===== config.mk =====
export PLATFORM = sky130hd
export DESIGN_NAME = control_unit_flat
export DESIGN_NICKNAME = d
export VERILOG_FILES = /design/src/rtl/control_unit_if.sv /design/src/rtl/control_unit.sv /design/src/flat_wrapper.sv
export SDC_FILE = /design/constraint.sdc
export NUM_CORES = 1
export LEC_CHECK = 0
export ABC_AREA = 1
export CAP_MARGIN = 20
export CORE_UTILIZATION = 40
export CTS_BUF_LIST = sky130_fd_sc_hd__clkbuf_8
export DETAILED_ROUTE_END_ITERATION = 6
export HOLD_SLACK_MARGIN = 0.1
export PLACE_DENSITY = 0.92
export SYNTH_ARGS = -nofsm -noshare
export SYNTH_HDL_FRONTEND = slang
export SYNTH_SLANG_ARGS = --single-unit

===== constraint.sdc =====
create_clock -name clk -period 1.5 [get_ports clk]
set_input_delay 0.3 -clock clk [delete_from_list [all_inputs] [get_ports clk]]
set_output_delay 0.3 -clock clk [all_outputs]
set_load 0.05 [all_outputs]

===== src/rtl/control_unit_if.sv =====
// Control bus between the microsequencer and the datapath: instruction fields
// and flags in, control word and trace signals out.
interface control_unit_if;
    logic [3:0]  opcode;
    logic [3:0]  operand;
    logic        flag_carry;
    logic        flag_zero;
    logic [15:0] control_word;
    logic [2:0]  step;
    logic        halt;

    modport master (
        input  opcode,
        input  operand,
        input  flag_carry,
        input  flag_zero,
        output control_word,
        output step,
        output halt
    );

    modport slave (
        output opcode,
        output operand,
        output flag_carry,
        output flag_zero,
        input  control_word,
        input  step,
        input  halt
    );
endinterface


===== src/rtl/control_unit.sv =====
// Microsequencer: steps T-states through fetch/execute and decodes a control word.
// Optional SHORT_CYCLE_EN: wrap to T0 right after an opcode's last non-empty step.
module control_unit #(
    parameter int MAX_STEPS = 5
) (
    input  logic          clk,
    input  logic          reset,
    control_unit_if.master bus
);

    typedef enum logic [3:0] {
        OP_NOP = 4'h0,
        OP_LDA = 4'h1,
        OP_ADD = 4'h2,
        OP_SUB = 4'h3,
        OP_STA = 4'h4,
        OP_LDI = 4'h5,
        OP_JMP = 4'h6,
        OP_JC  = 4'h7,
        OP_JZ  = 4'h8,
        OP_OUT = 4'hE,
        OP_HLT = 4'hF
    } opcode_t;

    typedef enum logic {
        RUN    = 1'b0,
        HALTED = 1'b1
    } mode_t;

    localparam logic [2:0] LAST_STEP = 3'(MAX_STEPS - 1);

    localparam logic [15:0] PC_ENABLE  = 16'h0001;
    localparam logic [15:0] LOAD_PC    = 16'h0002;
    localparam logic [15:0] OE_PC      = 16'h0004;
    localparam logic [15:0] LOAD_MAR   = 16'h0008;
    localparam logic [15:0] OE_RAM     = 16'h0010;
    localparam logic [15:0] LOAD_RAM   = 16'h0020;
    localparam logic [15:0] LOAD_IR    = 16'h0040;
    localparam logic [15:0] OE_IR      = 16'h0080;
    localparam logic [15:0] LOAD_A     = 16'h0100;
    localparam logic [15:0] OE_A       = 16'h0200;
    localparam logic [15:0] LOAD_B     = 16'h0400;
    localparam logic [15:0] ALU_SUB    = 16'h0800;
    localparam logic [15:0] OE_ALU     = 16'h1000;
    localparam logic [15:0] LOAD_FLAGS = 16'h2000;
    localparam logic [15:0] LOAD_O     = 16'h4000;
    localparam logic [15:0] HALT_BIT   = 16'h8000;

    opcode_t     op;
    mode_t       mode, mode_next;
    logic [2:0]  step_r, step_next;
    logic [15:0] cw;

    // The operand reaches the bus through the IR, not through this block.
    logic unused_operand;
    assign unused_operand = ^bus.operand;

    assign op = opcode_t'(bus.opcode);

    // Final step of the current instruction before wrapping to T0.
    function automatic logic [2:0] last_step(input opcode_t o);
`ifdef SHORT_CYCLE_EN
        case (o)
            OP_ADD, OP_SUB: last_step = 3'd4;
            OP_LDA, OP_STA: last_step = 3'd3;
            default:        last_step = 3'd2;
        endcase
`else
        last_step = (o == OP_HLT) ? 3'd2 : LAST_STEP;
`endif
    endfunction

    always_ff @(posedge clk or posedge reset) begin
        if (reset) begin
            mode   <= RUN;
            step_r <= 3'd0;
        end else begin
            mode   <= mode_next;
            step_r <= step_next;
        end
    end

    always_comb begin
        mode_next = mode;
        step_next = step_r;
        if (mode == RUN) begin
            // HLT freezes the counter on T2 instead of advancing past it.
            if (step_r == 3'd2 && op == OP_HLT) begin
                mode_next = HALTED;
            end else if (step_r >= 3'd2 && step_r >= last_step(op)) begin
                step_next = 3'd0;
            end else begin
                step_next = step_r + 3'd1;
            end
        end
    end

    always_comb begin
        cw = 16'h0000;
        if (reset) begin
            cw = 16'h0000;
        end else if (mode == HALTED) begin
            cw = HALT_BIT;
        end else begin
            case (step_r)
                3'd0: cw = OE_PC | LOAD_MAR;
                3'd1: cw = OE_RAM | LOAD_IR | PC_ENABLE;
                3'd2: begin
                    case (op)
                        OP_LDA, OP_ADD, OP_SUB, OP_STA: cw = OE_IR | LOAD_MAR;
                        OP_LDI: cw = OE_IR | LOAD_A;
                        OP_JMP: cw = OE_IR | LOAD_PC;
                        OP_JC:  cw = bus.flag_carry ? (OE_IR | LOAD_PC) : 16'h0000;
                        OP_JZ:  cw = bus.flag_zero  ? (OE_IR | LOAD_PC) : 16'h0000;
                        OP_OUT: cw = OE_A | LOAD_O;
                        OP_HLT: cw = HALT_BIT;
                        default: cw = 16'h0000;
                    endcase
                end
                3'd3: begin
                    case (op)
                        OP_LDA:         cw = OE_RAM | LOAD_A;
                        OP_ADD, OP_SUB: cw = OE_RAM | LOAD_B;
                        OP_STA:         cw = OE_A | LOAD_RAM;
                        default:        cw = 16'h0000;
                    endcase
                end
                3'd4: begin
                    case (op)
                        OP_ADD:  cw = OE_ALU | LOAD_A | LOAD_FLAGS;
                        OP_SUB:  cw = OE_ALU | LOAD_A | LOAD_FLAGS | ALU_SUB;
                        default: cw = 16'h0000;
                    endcase
                end
                default: cw = 16'h0000;
            endcase
        end
    end

    assign bus.control_word = cw;
    assign bus.step         = step_r;
    assign bus.halt         = (mode == HALTED);

endmodule


===== src/flat_wrapper.sv =====
// flat-port wrapper written by rule: the top's interface ports become plain ports
module control_unit_flat 
#(
    parameter int MAX_STEPS = 5
)
  (clk, reset, bus_opcode, bus_operand, bus_flag_carry, bus_flag_zero, bus_control_word, bus_step, bus_halt);
  control_unit_if bus_i ();
  input  logic clk;
  input  logic reset;
  input wire logic [$bits(bus_i.opcode)-1:0] bus_opcode;
  input wire logic [$bits(bus_i.operand)-1:0] bus_operand;
  input wire logic [$bits(bus_i.flag_carry)-1:0] bus_flag_carry;
  input wire logic [$bits(bus_i.flag_zero)-1:0] bus_flag_zero;
  output wire logic [$bits(bus_i.control_word)-1:0] bus_control_word;
  output wire logic [$bits(bus_i.step)-1:0] bus_step;
  output wire logic [$bits(bus_i.halt)-1:0] bus_halt;
  assign bus_i.opcode = bus_opcode;
  assign bus_i.operand = bus_operand;
  assign bus_i.flag_carry = bus_flag_carry;
  assign bus_i.flag_zero = bus_flag_zero;
  assign bus_control_word = bus_i.control_word;
  assign bus_step = bus_i.step;
  assign bus_halt = bus_i.halt;
  control_unit #(.MAX_STEPS(MAX_STEPS)) u_core (.clk(clk), .reset(reset), .bus(bus_i));
endmodule

==> impl_metrics.csv, run 1 <==
group,metric,value,unit
floorplanning,num_io_pins,32,
run_status,status,"did not finish",
synth,syn-cell-area,623,um^2
synth,yosys.cell_types.count,15,
synth,seq_area_frac_synth,16.1,%
floorplanning,placementRows,13,
floorplanning,die_h,41.5,um
run_status,lastStage,"detailed placement (3_5_place_dp)",
floorplanning,initial_core_util,45.6,%
synth,synth_warnings,0,
place,io_buffers,27,
synth,synthCells,115,
synth,syn_nets,133,
floorplanning,die_w,41.5,um
run_status,error,"[ERROR DPL-0038] Utilization greater than 100%, impossible to legalize",
synth,ys_seq_elements,4,
synth,avgSynthCellArea,5.42,um^2
place,globalplace.congestion,0.866,
Yosys cell counts:
cell | count | share of area (%)
nand2_1 | 39 | 23
nor2_1 | 19 | 11
inv_1 | 16 | 9.6
nand3_1 | 12 | 9.6
ha_1 | 6 | 12
dfrtp_1 | 4 | 16
o21ai_0 | 4 | 3.2
nor2_2 | 3 | 3.0
a21oi_1 | 2 | 1.6
buf_4 | 2 | 2.4
inv_2 | 2 | 1.2
nand4_1 | 2 | 2.0
nor3_1 | 2 | 1.6
nand2_2 | 1 | 1.0
nand3_2 | 1 | 1.6
cell families after synthesis:
group	after synthesis	share of synthesized area, %
flip-flops	4	16.1
buffers and inverters	20	13.3
adder cells (fa/ha/maj)	6	12.0
AND/OR/NAND/NOR	79	53.8
AO/OA/AOI/OAI	6	4.82
metrics by stage:
step / instances / hold slack [ps] / area, um^2 / setup TNS, ps
after floorplan: 115 / 82.4 / 752 / -3530
after global placement: 179 / 622 / 1390 / -6870
==> run 2: changes to the inputs <==
--- a/config.mk
+++ b/config.mk
@@ -7,11 +7,10 @@
 export LEC_CHECK = 0
 export ABC_AREA = 1
 export CAP_MARGIN = 20
-export CORE_UTILIZATION = 40
-export CTS_BUF_LIST = sky130_fd_sc_hd__clkbuf_8
+export CORE_AREA = 2 2 63 65
 export DETAILED_ROUTE_END_ITERATION = 6
-export HOLD_SLACK_MARGIN = 0.1
-export PLACE_DENSITY = 0.92
+export DIE_AREA = 0 0 65 67
+export PLACE_DENSITY_LB_ADDON = 0.15
 export SYNTH_ARGS = -nofsm -noshare
 export SYNTH_HDL_FRONTEND = slang
 export SYNTH_SLANG_ARGS = --single-unit
==> impl_metrics.csv, run 2 <==
group,metric,value,unit
run_status,status,"finished with violations",
run_status,violations,"setup timing",
sta,fin_skew,0.856,ps
layout,design_area,1690,um^2
sta,hold_violations,0,
synth,seq_area_frac_synth,16.1,%
power_and_ir_drop,ir_worst_vdd,0.000477,V
drt,drt-total-wl,2.33,mm
synth,yosys.area.top_type,"nand2_1",
sta,timing.final.ws_setup,-294,ps
hold_path,hold_class,"in -> async",
cts,clkTransAtPathRegs,30,ps
layout,layout_common_cells,"buf_4, nand2_1, buf_12",
sta,max_freq,558,MHz
cts,cts-root-buf,"clkbuf_8",
cts,cts.sinks,4,
sta,rsz0062_at_grt,"yes",
global_routing,grt_pass1_wl,4.22,mm
synth,synth_mux_area_share,0,%
cts,cts_tree,"built",
sta,drv_slew,0,
place,dp_hpwl,1.90,mm
drt,wl_per_cell,10.4,um
synth,async_reset_ff_share,100,%
sta,min_period,1790,ps
floorplanning,die_w,65,um
critical_path,worstReg2RegStart,"u_core.bus.step[1]",
sta,period_share,120,%
layout,layout-drive-gt1-share,65.3,%
global_routing,antenna_found_initial,0,
drt,first_iter_violations,36,
drt,vias_per_cell,4.17,
synth,post-synth-top-count-cell,"nand2_1",
place,dpl_worst_slack,-524,ps
cts,insertion_delay,220,ps
critical_path,critPathLaunchType,"flip-flop",
place,io_buffers,27,
critical_path,rrSetupSlack,120,ps
sta,tightest_slew,224,ps
synth,synth_warnings,0,
cts,cts_hold_buf,0,
layout,multiInputGateArea,688,um^2
synth,ys_seq_elements,4,
drt,drc,0,
critical_path,criticalPathCategory,"reg -> out",
synth,synthAdderAreaFrac,12.0,%
global_routing,grt_usage,12.4,%
layout,final_common_cell,"buf_4",
synth,synth-compound-area-share,4.82,%
cts,cts_max_path_buffers,2,
floorplanning,placementRows,22,
layout,num-fill-cells,371,
layout,area_growth,171,%
place,place_area,1460,um^2
synth,synth_xor_area_share,0,%
floorplanning,die_area,4360,um^2
flow_run,max-cap-violations,0,
layout,final_util,46.8,%
synth,synth.area.top_cells,"nand2_1, dfrtp_1, ha_1",
drt,firstDrtPassIters,4,
layout,n_antenna_cell,0,
critical_path,ff2ff_path_depth,8,
critical_path,reg2reg_to,"u_core.bus.step[0]",
floorplanning,core_area,3610,um^2
synth,yosys.cell_types.count,15,
critical_path,cp-end-kind,"output pin",
global_routing,grt-ovfl-total,0,
synth,synth_common_cells,"nand2_1, nor2_1, inv_1",
global_routing,grt_start_max_net_pins,8,
critical_path,worstPathRequired,1200,ps
synth,syn-cell-area,623,um^2
synth,synthCells,115,
synth,yosysTopAreaCellShare,23.5,%
synth,avgSynthCellArea,5.42,um^2
drt,ant_nets,0,
synth,synth-simple-area-share,53.8,%
power_and_ir_drop,p_per_area,262,nW/um^2
sta,relSlewSlack,84.9,%
cts,numCtsBuffers,3,
synth,synth_edf_count,0,
sta,setup_tns,-3970,ps
layout,nNetsFinal,196,
floorplanning,num_io_pins,32,
layout,final-seq-area,105,um^2
synth,synth_top_family_by_area,"simple AND/OR/NAND/NOR gates",
global_routing,grt_pass1_vias,1020,
sta,setup_violations,16,
power_and_ir_drop,leakagePower,0.768,nW
place,globalplace.congestion,0.763,
synth,syn_nets,133,
critical_path,cp_data_arrival_time,1490,ps
floorplanning,initial_core_util,17.3,%
layout,largest_register_ff_count,3,
critical_path,critPathMaxFanout,4,
synth,ys.flop_type,"dfrtp_1",
drt,vias,934,
floorplanning,die_h,67,um
cts,h-tree-depth,1,
-- run 2: repair_timing --
item                                    in CTS  in global routing
pin swaps                                   15                  8
endpoints found under the setup margin      19                 19
endpoints found under the hold margin        0                  0
setup buffers                                4                  2
gates resized for setup                     49                  9
-- run 2: how the worst max path moves through the flow --
stage | startpoint | end | slack, ps | cells after the start
after floorplan | u_core.bus.step[1] | bus_control_word[13] | -360 | 7
after global placement | bus_opcode[1] | u_core.bus.step[0] | -490 | 9
after detailed placement | bus_opcode[1] | u_core.bus.step[0] | -520 | 9
after CTS | u_core.bus.step[0] | bus_control_word[11] | -300 | 7
after global routing | u_core.bus.step[0] | bus_control_word[8] | -370 | 8
final | u_core.bus.step[1] | bus_control_word[13] | -290 | 7
-- run 2: critical path: stages (launching register included) --
cell and delay, ps:
dfrtp_2 440, inv_4 100, ha_4 170, nand2_4 50
nor2_4 120, nand3_4 120, clkinvlp_4 130, buf_12 140
-- run 2: cells by family after synthesis --
logic type	count (synthesis)
and+or+nand+nor	79
buffers and inverters	20
AOI/OAI and AO/OA	6
adders and majority gates	6
DFF	4
-- run 2: metrics by stage --
stage               hold WS, ps  total power, mW  std cells
floorplan                  82.4            0.152        115
global placement            633            0.211        215
detailed placement          636            0.212        215
CTS                         428            0.452        222
global route                460            0.479        224
finish                      423            0.443        224
-- run 2: layout make-up --
type	count	share of cell area, %
repair buffers	60	42.3
flip-flops and latches	4	6.22
multi-input cells	91	40.7
well taps	48	3.56
inverters	18	4.74
clock buffers	3	2.44
-- run 2: layer usage --
metal,global-route usage (%),share of wire (%),vias up
li1,-,-,480
met1,13.2,38,427
met2,24.0,57,24
met3,1.69,3.9,3
met4,5.59,1.5,0
met5,0,0,-
-- run 2: report_power, final --
| part | internal (mW) | switching (mW) |
|---|---|---|
| Combinational | 0.0458 | 0.0584 |
| Clock | 0.171 | 0.0590 |
| Sequential | 0.109 | 0 |
Power figures use the tool's default switching activity.
==> run 3: changes to the inputs <==
--- a/config.mk
+++ b/config.mk
@@ -8,6 +8,7 @@
 export ABC_AREA = 1
 export CAP_MARGIN = 20
 export CORE_AREA = 2 2 63 65
+export CTS_CLUSTER_DIAMETER = 40
 export DETAILED_ROUTE_END_ITERATION = 6
 export DIE_AREA = 0 0 65 67
 export PLACE_DENSITY_LB_ADDON = 0.15
==> results of run 3 <==
Final layout, timing and power as in run 2 (identical DEF).
